$ cat config.mk
export PLATFORM = sky130hd
export DESIGN_NAME = vc_pop_scheduler
export DESIGN_NICKNAME = d
export VERILOG_FILES = /design/src/rtl/vc_pkg.sv /design/src/rtl/vc_weighted_arbiter.sv /design/src/rtl/vc_pop_scheduler.sv
export SDC_FILE = /design/constraint.sdc
export NUM_CORES = 1
export LEC_CHECK = 0
export ABC_AREA = 1
export CAP_MARGIN = 25
export CORE_ASPECT_RATIO = 0.75
export CORE_MARGIN = 2
export CORE_UTILIZATION = 37
export DETAILED_ROUTE_END_ITERATION = 10
export PLACE_DENSITY = 0.82
export SLEW_MARGIN = 20
export SYNTH_ARGS = -nofsm -noshare
export SYNTH_HDL_FRONTEND = slang
export SYNTH_SLANG_ARGS = --single-unit
$ cat constraint.sdc
create_clock -name clk -period 2.5 [get_ports clk]
set_clock_uncertainty 0.1 [all_clocks]
set_input_delay 0.5 -clock clk [delete_from_list [all_inputs] [get_ports clk]]
set_output_delay 0.5 -clock clk [all_outputs]
set_load 0.03 [all_outputs]
$ cat src/rtl/vc_pkg.sv
// Shared definitions for the VC0/VC1 read-side pop scheduler.
// State encodings, default widths, select encodings and the backpressure helper.
package vc_pkg;

  typedef enum logic [1:0] {
    ST_RESET  = 2'd0,
    ST_INIT   = 2'd1,
    ST_IDLE   = 2'd2,
    ST_ACTIVE = 2'd3
  } state_e;

  localparam int DATA_WIDTH_DEF   = 6;
  localparam int UMBRAL_WIDTH_DEF = 4;

  localparam logic SEL_VC0 = 1'b0;
  localparam logic SEL_VC1 = 1'b1;

  function automatic logic stall_f(input logic af_d0, input logic af_d1);
    return af_d0 | af_d1;
  endfunction

endpackage

$ cat src/rtl/vc_weighted_arbiter.sv
// Weighted VC0/VC1 grant logic: VC0 may take up to WEIGHT_VC0 consecutive
// grants while VC1 is waiting, then VC1 is served and the count restarts.
module vc_weighted_arbiter
  import vc_pkg::*;
#(
  parameter int WEIGHT_VC0 = 3
) (
  input  logic clk,
  input  logic rst_n,
  input  logic en_i,
  input  logic empty_vc0_i,
  input  logic empty_vc1_i,
  output logic grant_vc0_o,
  output logic grant_vc1_o
);

  localparam logic [3:0] WMAX = 4'(WEIGHT_VC0);

  logic [3:0] wcnt_q;
  logic [3:0] wcnt_d;

  // Grant decision and weight counter next state.
  always_comb begin
    grant_vc0_o = 1'b0;
    grant_vc1_o = 1'b0;
    wcnt_d      = wcnt_q;
    if (en_i && !empty_vc0_i && (empty_vc1_i || (wcnt_q < WMAX))) begin
      grant_vc0_o = 1'b1;
      wcnt_d      = (wcnt_q >= WMAX) ? WMAX : (wcnt_q + 4'd1);
    end else if (en_i && !empty_vc1_i) begin
      grant_vc1_o = 1'b1;
      wcnt_d      = 4'd0;
    end else begin
      wcnt_d      = wcnt_q;
    end
  end

  // Weight counter register.
  always_ff @(posedge clk or negedge rst_n) begin
    if (!rst_n) begin
      wcnt_q <= 4'd0;
    end else begin
      wcnt_q <= wcnt_d;
    end
  end

endmodule

$ cat src/rtl/vc_pop_scheduler.sv
// Read-side controller for the VC0/VC1 FIFOs: init sequencing, threshold
// distribution, weighted pop arbitration with backpressure and a 1-cycle return path.
module vc_pop_scheduler
  import vc_pkg::*;
#(
  parameter int DATA_WIDTH   = DATA_WIDTH_DEF,
  parameter int UMBRAL_WIDTH = UMBRAL_WIDTH_DEF,
  parameter int WEIGHT_VC0   = 3
) (
  input  logic                    clk,
  input  logic                    reset,
  input  logic                    init,
  input  logic [UMBRAL_WIDTH-1:0] umbral_in,
  input  logic                    empty_VC0,
  input  logic                    empty_VC1,
  input  logic                    almost_full_D0,
  input  logic                    almost_full_D1,
  input  logic [DATA_WIDTH-1:0]   data_VC0,
  input  logic [DATA_WIDTH-1:0]   data_VC1,
  output logic                    rd_enable_VC0,
  output logic                    rd_enable_VC1,
  output logic [UMBRAL_WIDTH-1:0] Umbral_VC0,
  output logic [UMBRAL_WIDTH-1:0] Umbral_VC1,
  output logic [DATA_WIDTH-1:0]   data_out,
  output logic                    valid_out,
  output logic [1:0]              state
);

  state_e                  state_q, state_d;
  logic [UMBRAL_WIDTH-1:0] umbral_q, umbral_d;
  logic                    pop_q, pop_d;
  logic                    sel_q, sel_d;
  logic                    pop_en_s;
  logic                    grant_vc0_s, grant_vc1_s;

  // init=0 must kill pops in the same cycle, not one edge later.
  assign pop_en_s = ((state_q == ST_IDLE) || (state_q == ST_ACTIVE)) && init &&
                    !stall_f(almost_full_D0, almost_full_D1);

  vc_weighted_arbiter #(
    .WEIGHT_VC0 (WEIGHT_VC0)
  ) u_arb (
    .clk         (clk),
    .rst_n       (reset),
    .en_i        (pop_en_s),
    .empty_vc0_i (empty_VC0),
    .empty_vc1_i (empty_VC1),
    .grant_vc0_o (grant_vc0_s),
    .grant_vc1_o (grant_vc1_s)
  );

  // FSM next state, threshold capture and return-path tags.
  always_comb begin
    state_d  = state_q;
    umbral_d = umbral_q;
    pop_d    = grant_vc0_s | grant_vc1_s;
    sel_d    = grant_vc1_s ? SEL_VC1 : SEL_VC0;
    case (state_q)
      ST_RESET: begin
        state_d = ST_INIT;
      end
      ST_INIT: begin
        umbral_d = umbral_in;
        if (init) begin
          state_d = ST_IDLE;
        end else begin
          state_d = ST_INIT;
        end
      end
      ST_IDLE, ST_ACTIVE: begin
        if (!init) begin
          state_d = ST_INIT;
        end else if (pop_d) begin
          state_d = ST_ACTIVE;
        end else begin
          state_d = ST_IDLE;
        end
      end
      default: begin
        state_d = ST_RESET;
      end
    endcase
  end

  // State, threshold and in-flight pop registers.
  always_ff @(posedge clk or negedge reset) begin
    if (!reset) begin
      state_q  <= ST_RESET;
      umbral_q <= '0;
      pop_q    <= 1'b0;
      sel_q    <= SEL_VC0;
    end else begin
      state_q  <= state_d;
      umbral_q <= umbral_d;
      pop_q    <= pop_d;
      sel_q    <= sel_d;
    end
  end

  // The FIFO read data is registered, so the popped word arrives one cycle after the pop.
  always_comb begin
    data_out = '0;
    if (pop_q) begin
      data_out = (sel_q == SEL_VC1) ? data_VC1 : data_VC0;
    end else begin
      data_out = '0;
    end
  end

  assign rd_enable_VC0 = grant_vc0_s;
  assign rd_enable_VC1 = grant_vc1_s;
  assign Umbral_VC0    = umbral_q;
  assign Umbral_VC1    = umbral_q;
  assign valid_out     = pop_q;
  assign state         = state_q;

endmodule

# Word-level counts from Yosys, hierarchy flattened
# Index checks and enable logic that the tools add are counted.
totals:
  reg_bits: 12
  output_inout_bits: 19
  inputBits: 23
  wordCells: 39
classes:
  add_sub_neg: 1
  n_eq_ne: 3
  bitwise: 2
  n_mux: 13
  n_lt_le_gt_ge: 2
  n_reduce_logical: 13
ops:
  columns: ["cell", "n"]
  rows:
  - ["4-bit 2-to-1 mux", 3]
  - ["6-bit 2-to-1 mux", 2]
  - ["2-bit case mux with 3 select lines", 1]
  - ["1-bit logical AND", 5]
  - ["1-bit 2-to-1 mux", 5]
  - ["4-bit by 1-bit adder with 4-bit output, second input constant", 1]
  - ["2-bit == test, second input constant", 2]
  - ["4-bit by 2-bit >= comparator with 1-bit output, second input constant", 1]
  - ["4-bit by 2-bit less-than comparator with 1-bit output, second input constant", 1]
  - ["2-bit 2-to-1 mux", 2]
  - ["1-bit logical NOT", 3]
  - ["2-bit by 1-bit == test with 1-bit output, second input constant", 1]
  - ["2-bit logical NOT", 1]
  - ["1-bit logical OR", 2]
  - ["1-bit OR", 2]
  - ["2-bit nonzero test", 1]
  - ["2-bit OR reduction", 1]

# Logic depth before layout (Yosys ltp)
# Gate-level depths: netlist of the first run.
logic_depth:
  word_depth: 11
  mapped_depth: 6
  mapped_depth_nobuf: 6

# By module
# A second synthesis of the first run with hierarchy kept.
unflattened:
  hier_cells: 94
  hier_area_um2: 685.7
modules_own_cells:
  columns: ["mod", "n_inst", "cells_per_inst", "area_per_inst_um2"]
  rows:
  - ["vc_pop_scheduler", 1, 64, 451.7]
  - ["vc_weighted_arbiter", 1, 30, 234.0]

# Worst setup path before layout of the first run
# OpenSTA, ideal clock, no wires.
synth_timing:
  kind: "register to output"
  from: "register state_q[1], in the netlist state[1]"
  to: "output port rd_enable_VC1"
  arrival_time_ns: 1.365
  n_path_buf: 0
  setup_slack_ns: 0.535
  path_stages_with_launch: 5
  t_required_ns: 1.900
  path_cell_list: "dfrtp_1 nand2_1 inv_2 nand3_2 a21oi_1"
synth_via:
  elab_chain_len: 7
synth_lines:
  columns: ["element", "line_no", "rtl"]
  rows:
  - ["from (decl)", "vc_pop_scheduler.sv:29", "state_e state_q, state_d;"]
  - ["from (signal assigned)", "vc_pop_scheduler.sv:93", "state_q <= state_d;"]
  - ["2-bit == test", "vc_pop_scheduler.sv:37", "assign pop_en_s = ((state_q == ST_IDLE) || (state_q == ST_ACTIVE)) && init &&"]
  - ["1-bit logical OR *", "vc_pop_scheduler.sv:37", null]
  - ["1-bit logical AND * (2 in a row)", "vc_pop_scheduler.sv:37", null]
  - ["1-bit logical AND (on tied branches)", "vc_weighted_arbiter.sv:30, vc_weighted_arbiter.sv:27", null]
  - ["1-bit 2-to-1 mux / 1-bit logical AND (equally long branches)", "vc_weighted_arbiter.sv:30, vc_weighted_arbiter.sv:27", null]
  - ["1-bit 2-to-1 mux *", "vc_weighted_arbiter.sv:27", "if (en_i && !empty_vc0_i && (empty_vc1_i || (wcnt_q < WMAX))) begin"]
  - ["to (decl)", "vc_pop_scheduler.sv:21", "output logic rd_enable_VC1,"]
# Mark *: on every way between the ends. The rest lies on a longest branch, timed or not.

# Worst setup path after layout of the first run
layout_timing:
  from: "input port data_VC0[2]"
  to: "output port data_out[2]"
layout_via:
  elab_chain_len: 2
layout_lines:
  columns: ["element", "line_no", "rtl"]
  rows:
  - ["from (decl)", "vc_pop_scheduler.sv:18", "input logic [DATA_WIDTH-1:0] data_VC0,"]
  - ["6-bit 2-to-1 mux", "vc_pop_scheduler.sv:104", "data_out = (sel_q == SEL_VC1) ? data_VC1 : data_VC0;"]
  - ["6-bit 2-to-1 mux", "vc_pop_scheduler.sv:103", "if (pop_q) begin"]
  - ["to (decl)", "vc_pop_scheduler.sv:24", "output logic [DATA_WIDTH-1:0] data_out,"]
# Every way passes these cells.

==> flow_summary.ini, run 1 <==
[global_routing]
grt_pass1_wl_mm = 2.346
antenna_found_initial = 0
grtUsageTotal_pct = 16.67
grt.overflow.total = 0
grt_max_degree = 13
grt_pass1_vias = 561

[critical_path]
crit_path_frequent_cell = clkdlybuf4s50_1
startpoint = data_VC0[2]
rr_worst_depth = 5
cp_max_fo = 1
r2r_slack_ps = 1310
worstSetupEndpointType = output pin
path_depth = 4
r2r-end = sel_q
worstPathRequired_ps = 1900
r2r_start = u_arb.wcnt_q[0]
worstSetupPathType = primary input to output pin
critPathSlowestCell = clkdlybuf4s50_1
worstSetupStartpointType = primary input
cp.arrival_ps = 1820
crit_path_cell_trace = clkdlybuf4s50_1, o21ai_0, nor2_1, clkdlybuf4s50_1
cp-endpoint = data_out[2]
cp_slowest_stage_delay_ps = 670
path_buf_inv = 2
critPathTopFamily = buffers and inverters

[power]
vdd_drop_max_mv = 0.5599
leakage_nw = 0.5130
p_per_area_nw_per_um2 = 721.5

[yosys]
syn-cell-area_um2 = 641.9
synth_cell_types = 16
avgSynthCellArea_um2 = 8.023
synth_mux_area_share_pct = 0
yosysSeqAreaShare_pct = 46.78
synthCells = 80
synthDominantCellAreaShare_pct = 46.78
synth_seq_cells = 12
synthTopCellsByArea = dfrtp_1 47%, nand2_1 9.4%, nor2_1 8.2%
synth_top_family_by_area = simple AND/OR/NAND/NOR gates
syn-num-nets = 104
yosys.area_share.simple_pct = 36.26
yosysWarnings = 0
synth_compound_area_share_pct = 6.238
synth_xor_area_share_pct = 0
synthAdderAreaFrac_pct = 1.949
yosys.area.top_type = dfrtp_1

[cts]
clk_pin_slew_ps = 70
cts_tree = built
root_buffer = clkbuf_4
cts_made_buffers = 3
max-clock-path-buffers = 2
cts_setup_buffers = 0
cts_resized = 0
cts_num_sinks = 12
ctsHoldBuffers = 0
h-tree-depth = 1
clk_latency_ps = 280

[sta]
relSlewSlack_pct = 62.97
rsz0062_at_grt = false
timing.fmax_mhz = 413.3
fin_tns_setup_ps = 0
setup_violations = 0
slew_violations = 0
tightest_slew_ps = 553.7
fin_hold_ws_ps = 404.1
finalWorstSetupSlack_ps = 80.46
min_period_ps = 2420
post-route-period-util_pct = 96.78
hold_viol = 0

[placement]
io_buffers = 41
gp_congestion = 0.6457
dp_hpwl_mm = 1.294
pre_cts_slack_ps = 78.31
dpl-instance-area_um2 = 1044

[route]
drt-total-wl_mm = 1.584
via_per_inst = 4.599
drc = 0
ant_nets = 0
drt_pass1_iterations = 4
post_drt_wl_per_cell_um = 11.15
num_vias = 653
initialDrtViolationCount = 6

[status]
status = finished clean

[floorplan]
die-area_um2 = 2087
num_rows = 12
start_util_pct = 41.50
die_h_um = 40.07
core-area_um2 = 1546
die_w_um = 52.10
ios = 42

[final_layout]
antenna-diode-count = 0
final_common_cell = clkdlybuf4s50_1
seq_area_um2 = 300.3
final_area_um2 = 1080
area_delta_synth_final_pct = 68.23
drive_above_1_share_pct = 11.57
multi_input_area_um2 = 285.3
n_fill_cell = 131
nNetsFinal = 146
final_cell_mix = 39 x clkdlybuf4s50_1, 16 x nand2_1, 14 x nor2_1, 12 x dfrtp_1, 10 x nand3_1

[min_path]
hp-class = register to register

[job]
drv_cap = 0
-- worst min-delay path by stage --
stage                              from             to  depth (start not counted)
final                     Umbral_VC0[3]  Umbral_VC0[3]                          2
after floorplan                   reset  Umbral_VC0[0]                          0
after detailed placement  Umbral_VC0[3]  Umbral_VC0[3]                          2
after global routing      Umbral_VC0[1]  Umbral_VC0[1]                          2
after CTS                 Umbral_VC0[3]  Umbral_VC0[3]                          2
after global placement    Umbral_VC0[1]  Umbral_VC0[1]                          2
-- routing by layer --
metal  track usage, %  up-vias  part of all wire [%]
li1                 -      341                     -
met1            17.52      275                    41
met2            27.53       33                    44
met3            7.463        4                    13
met4            11.84        0                   2.8
met5                0        -                     0
-- stage by stage --
stage / power (mW) / cells / utilization [%]
3_3_place_gp: 0.6217 / 138 / 67.48
3_5_place_dp: 0.6311 / 138 / 67.48
6_report: 0.7791 / 142 / 69.82
4_1_cts: 0.7892 / 142 / 69.82
5_1_grt: 0.8296 / 142 / 69.82
2_1_floorplan: 0.4947 / 80 / -
-- cells by family (layout without fill, tap and decap cells) --
logic type,Yosys count,after routing
buffers and inverters,11,52
AO/OA/AOI/OAI,8,8
AND/OR/NAND/NOR,48,48
adder cells (fa/ha/maj),1,1
flip-flops,12,12
-- power breakdown --
group	switching [mW]	internal, mW	total (mW)
clock network	0.0664	0.0887	0.155
logic	0.191	0.156	0.347
registers	0.0375	0.239	0.277
-- Yosys cell counts --
library cell  count
a21oi_1           2
inv_1             6
buf_4             4
nor2_2            1
nor2_1           14
nand2_1          16
nor2_4            2
nand3b_2          1
nand3_1          10
nand3b_1          1
inv_2             1
dfrtp_1          12
ha_1              1
nand2_2           2
nand3_2           1
o21ai_0           6
-- registers in the layout, summed over array words and instances (netlist names) --
| name | count |
|---|---|
| sel_q | 1 |
| Umbral_VC0 | 4 |
| state | 2 |
| u_arb.wcnt_q | 4 |
| valid_out | 1 |
-- worst register-to-register path: stages (launching register included) --
cell and delay [ps]:
dfrtp_1 410, ha_1 200, inv_1 80, nand2_1 70, nand2_1 100, a21oi_1 100
-- cell type report --
type / instances / area share [%]
clock buffers: 4 / 3.360
flip-flops and latches: 12 / 27.81
well taps: 21 / 2.433
repair buffers: 41 / 37.54
multi-input cells: 57 / 26.42
inverters: 7 / 2.433
No activity file was read; power rests on OpenSTA's default activity.
==> inputs of run 2 (changes only) <==
CORE_MARGIN = not set   (was 2)
SETUP_SLACK_MARGIN = 0.15   (was not set)
==> flow_summary.ini, run 2 (same netlist as run 1, synthesis figures left out) <==
[job]
drv_cap = 0

[placement]
dpl-instance-area_um2 = 1044
io_buffers = 41
pre_cts_slack_ps = 68.95
dp_hpwl_mm = 1.274
gp_congestion = 0.6636
dp.cells = 138

[cts]
clk_latency_ps = 280
cts_tree = built
cts_made_buffers = 3
clk_pin_slew_ps = 80
max-clock-path-buffers = 2
cts_setup_buffers = 0
h-tree-depth = 1
cts_num_sinks = 12
ctsHoldBuffers = 0
root_buffer = clkbuf_4
cts_resized = 6

[power]
combPwrFrac_pct = 44.7
p_switching_uw = 299.9
internal-power_uw = 482.9
finalPower_uw = 782.8
leakage_nw = 0.5405
p_clk_share_pct = 20.2
seq_power_share_pct = 35.2
p_per_area_nw_per_um2 = 727.5
vdd_drop_max_mv = 0.4476
swShare_pct = 38.31

[sta]
timing.fmax_mhz = 448.8
setup_violations = 0
rsz0062_at_grt = false
relSlewSlack_pct = 63.71
hold_viol = 0
slew_violations = 0
finalWorstSetupSlack_ps = 271.7
tightest_slew_ps = 542.6
min_period_ps = 2228
fin_tns_setup_ps = 0
post-route-period-util_pct = 89.13

[final_layout]
nNetsFinal = 146
drive_above_1_share_pct = 12.40
stdcell_count = 142
final_cell_mix = 33 x clkdlybuf4s50_1, 16 x nand2_1, 14 x nor2_1, 12 x dfrtp_1, 10 x nand3_1
final_area_um2 = 1076
n_fill_cell = 137
antenna-diode-count = 0
final_common_cell = clkdlybuf4s50_1
area_delta_synth_final_pct = 67.64

[min_path]
min_to = Umbral_VC0[3]
min-delay-start = Umbral_VC0[3]
hp-class = register to register
whs_path_depth = 2

[critical_path]
r2r_start = u_arb.wcnt_q[0]
worstSetupPathType = primary input to output pin
worstSetupStartpointType = primary input
worstSetupEndpointType = output pin
cp.arrival_ps = 1630
r2r_slack_ps = 1290
rr_worst_depth = 6
worstPathRequired_ps = 1900
cp_max_fo = 5
r2r-end = u_arb.wcnt_q[1]

[route]
via_per_inst = 4.655
drt-total-wl_mm = 1.588
ant_nets = 0
drt_pass1_iterations = 4
initialDrtViolationCount = 4
post_drt_wl_per_cell_um = 11.18
drc = 0
num_vias = 661

[global_routing]
grt_pass1_vias = 601
grt_pass1_wl_mm = 2.497
antenna_found_initial = 0
grt_max_degree = 13
grt.overflow.total = 0
grtUsageTotal_pct = 18.86

[floorplan]
num_rows = 12
die_w_um = 50.10
die_h_um = 38.07
start_util_pct = 41.50
core-area_um2 = 1546
die-area_um2 = 1907
ios = 42

[status]
status = finished clean
run 2: worst max-delay path by stage:
stage	start	end	slack (ps)
floorplan	state[1]	rd_enable_VC1	540
global placement	data_VC0[3]	data_out[3]	80
detailed placement	data_VC0[3]	data_out[3]	70
CTS	init	rd_enable_VC1	220
global route	init	rd_enable_VC0	170
finish	init	rd_enable_VC0	270
run 2: metal layers:
metal	wire length (um)	GRT usage [%]	vias up
li1	-	-	334
met1	633	19.14	291
met2	760	34.33	36
met3	194	9.524	0
met4	0	5.714	0
met5	0	0	-
run 2: final cells by class:
cell class,count,area (um2),area share (%)
multi-input combinational,57,289.0,26.86
sequential,12,300.3,27.91
tap,21,26.28,2.442
timing repair buffer,41,397.9,36.98
clock buffer,4,36.28,3.372
inverter,7,26.28,2.442
run 2: worst max-delay path: stages:
cell and delay [ps]:
clkdlybuf4s50_1 480, nand2_1 80, inv_2 90, nand3b_2 140, a21oi_1 150, buf_4 180
run 2: metrics by stage:
step                hold slack, ps  utilization [%]
finish                       397.2            69.58
global route                 413.0            69.58
CTS                          401.5            69.34
detailed placement           382.9            67.48
global placement             377.9            67.48
floorplan                    104.4                -
run 2: power groups by stage:
stage	sequential [mW]	clock [mW]	combinational, mW
2_1_floorplan	0.328	0	0.166
3_3_place_gp	0.277	0	0.343
3_5_place_dp	0.279	0	0.352
4_1_cts	0.276	0.163	0.351
5_1_grt	0.285	0.172	0.375
6_report	0.275	0.158	0.350
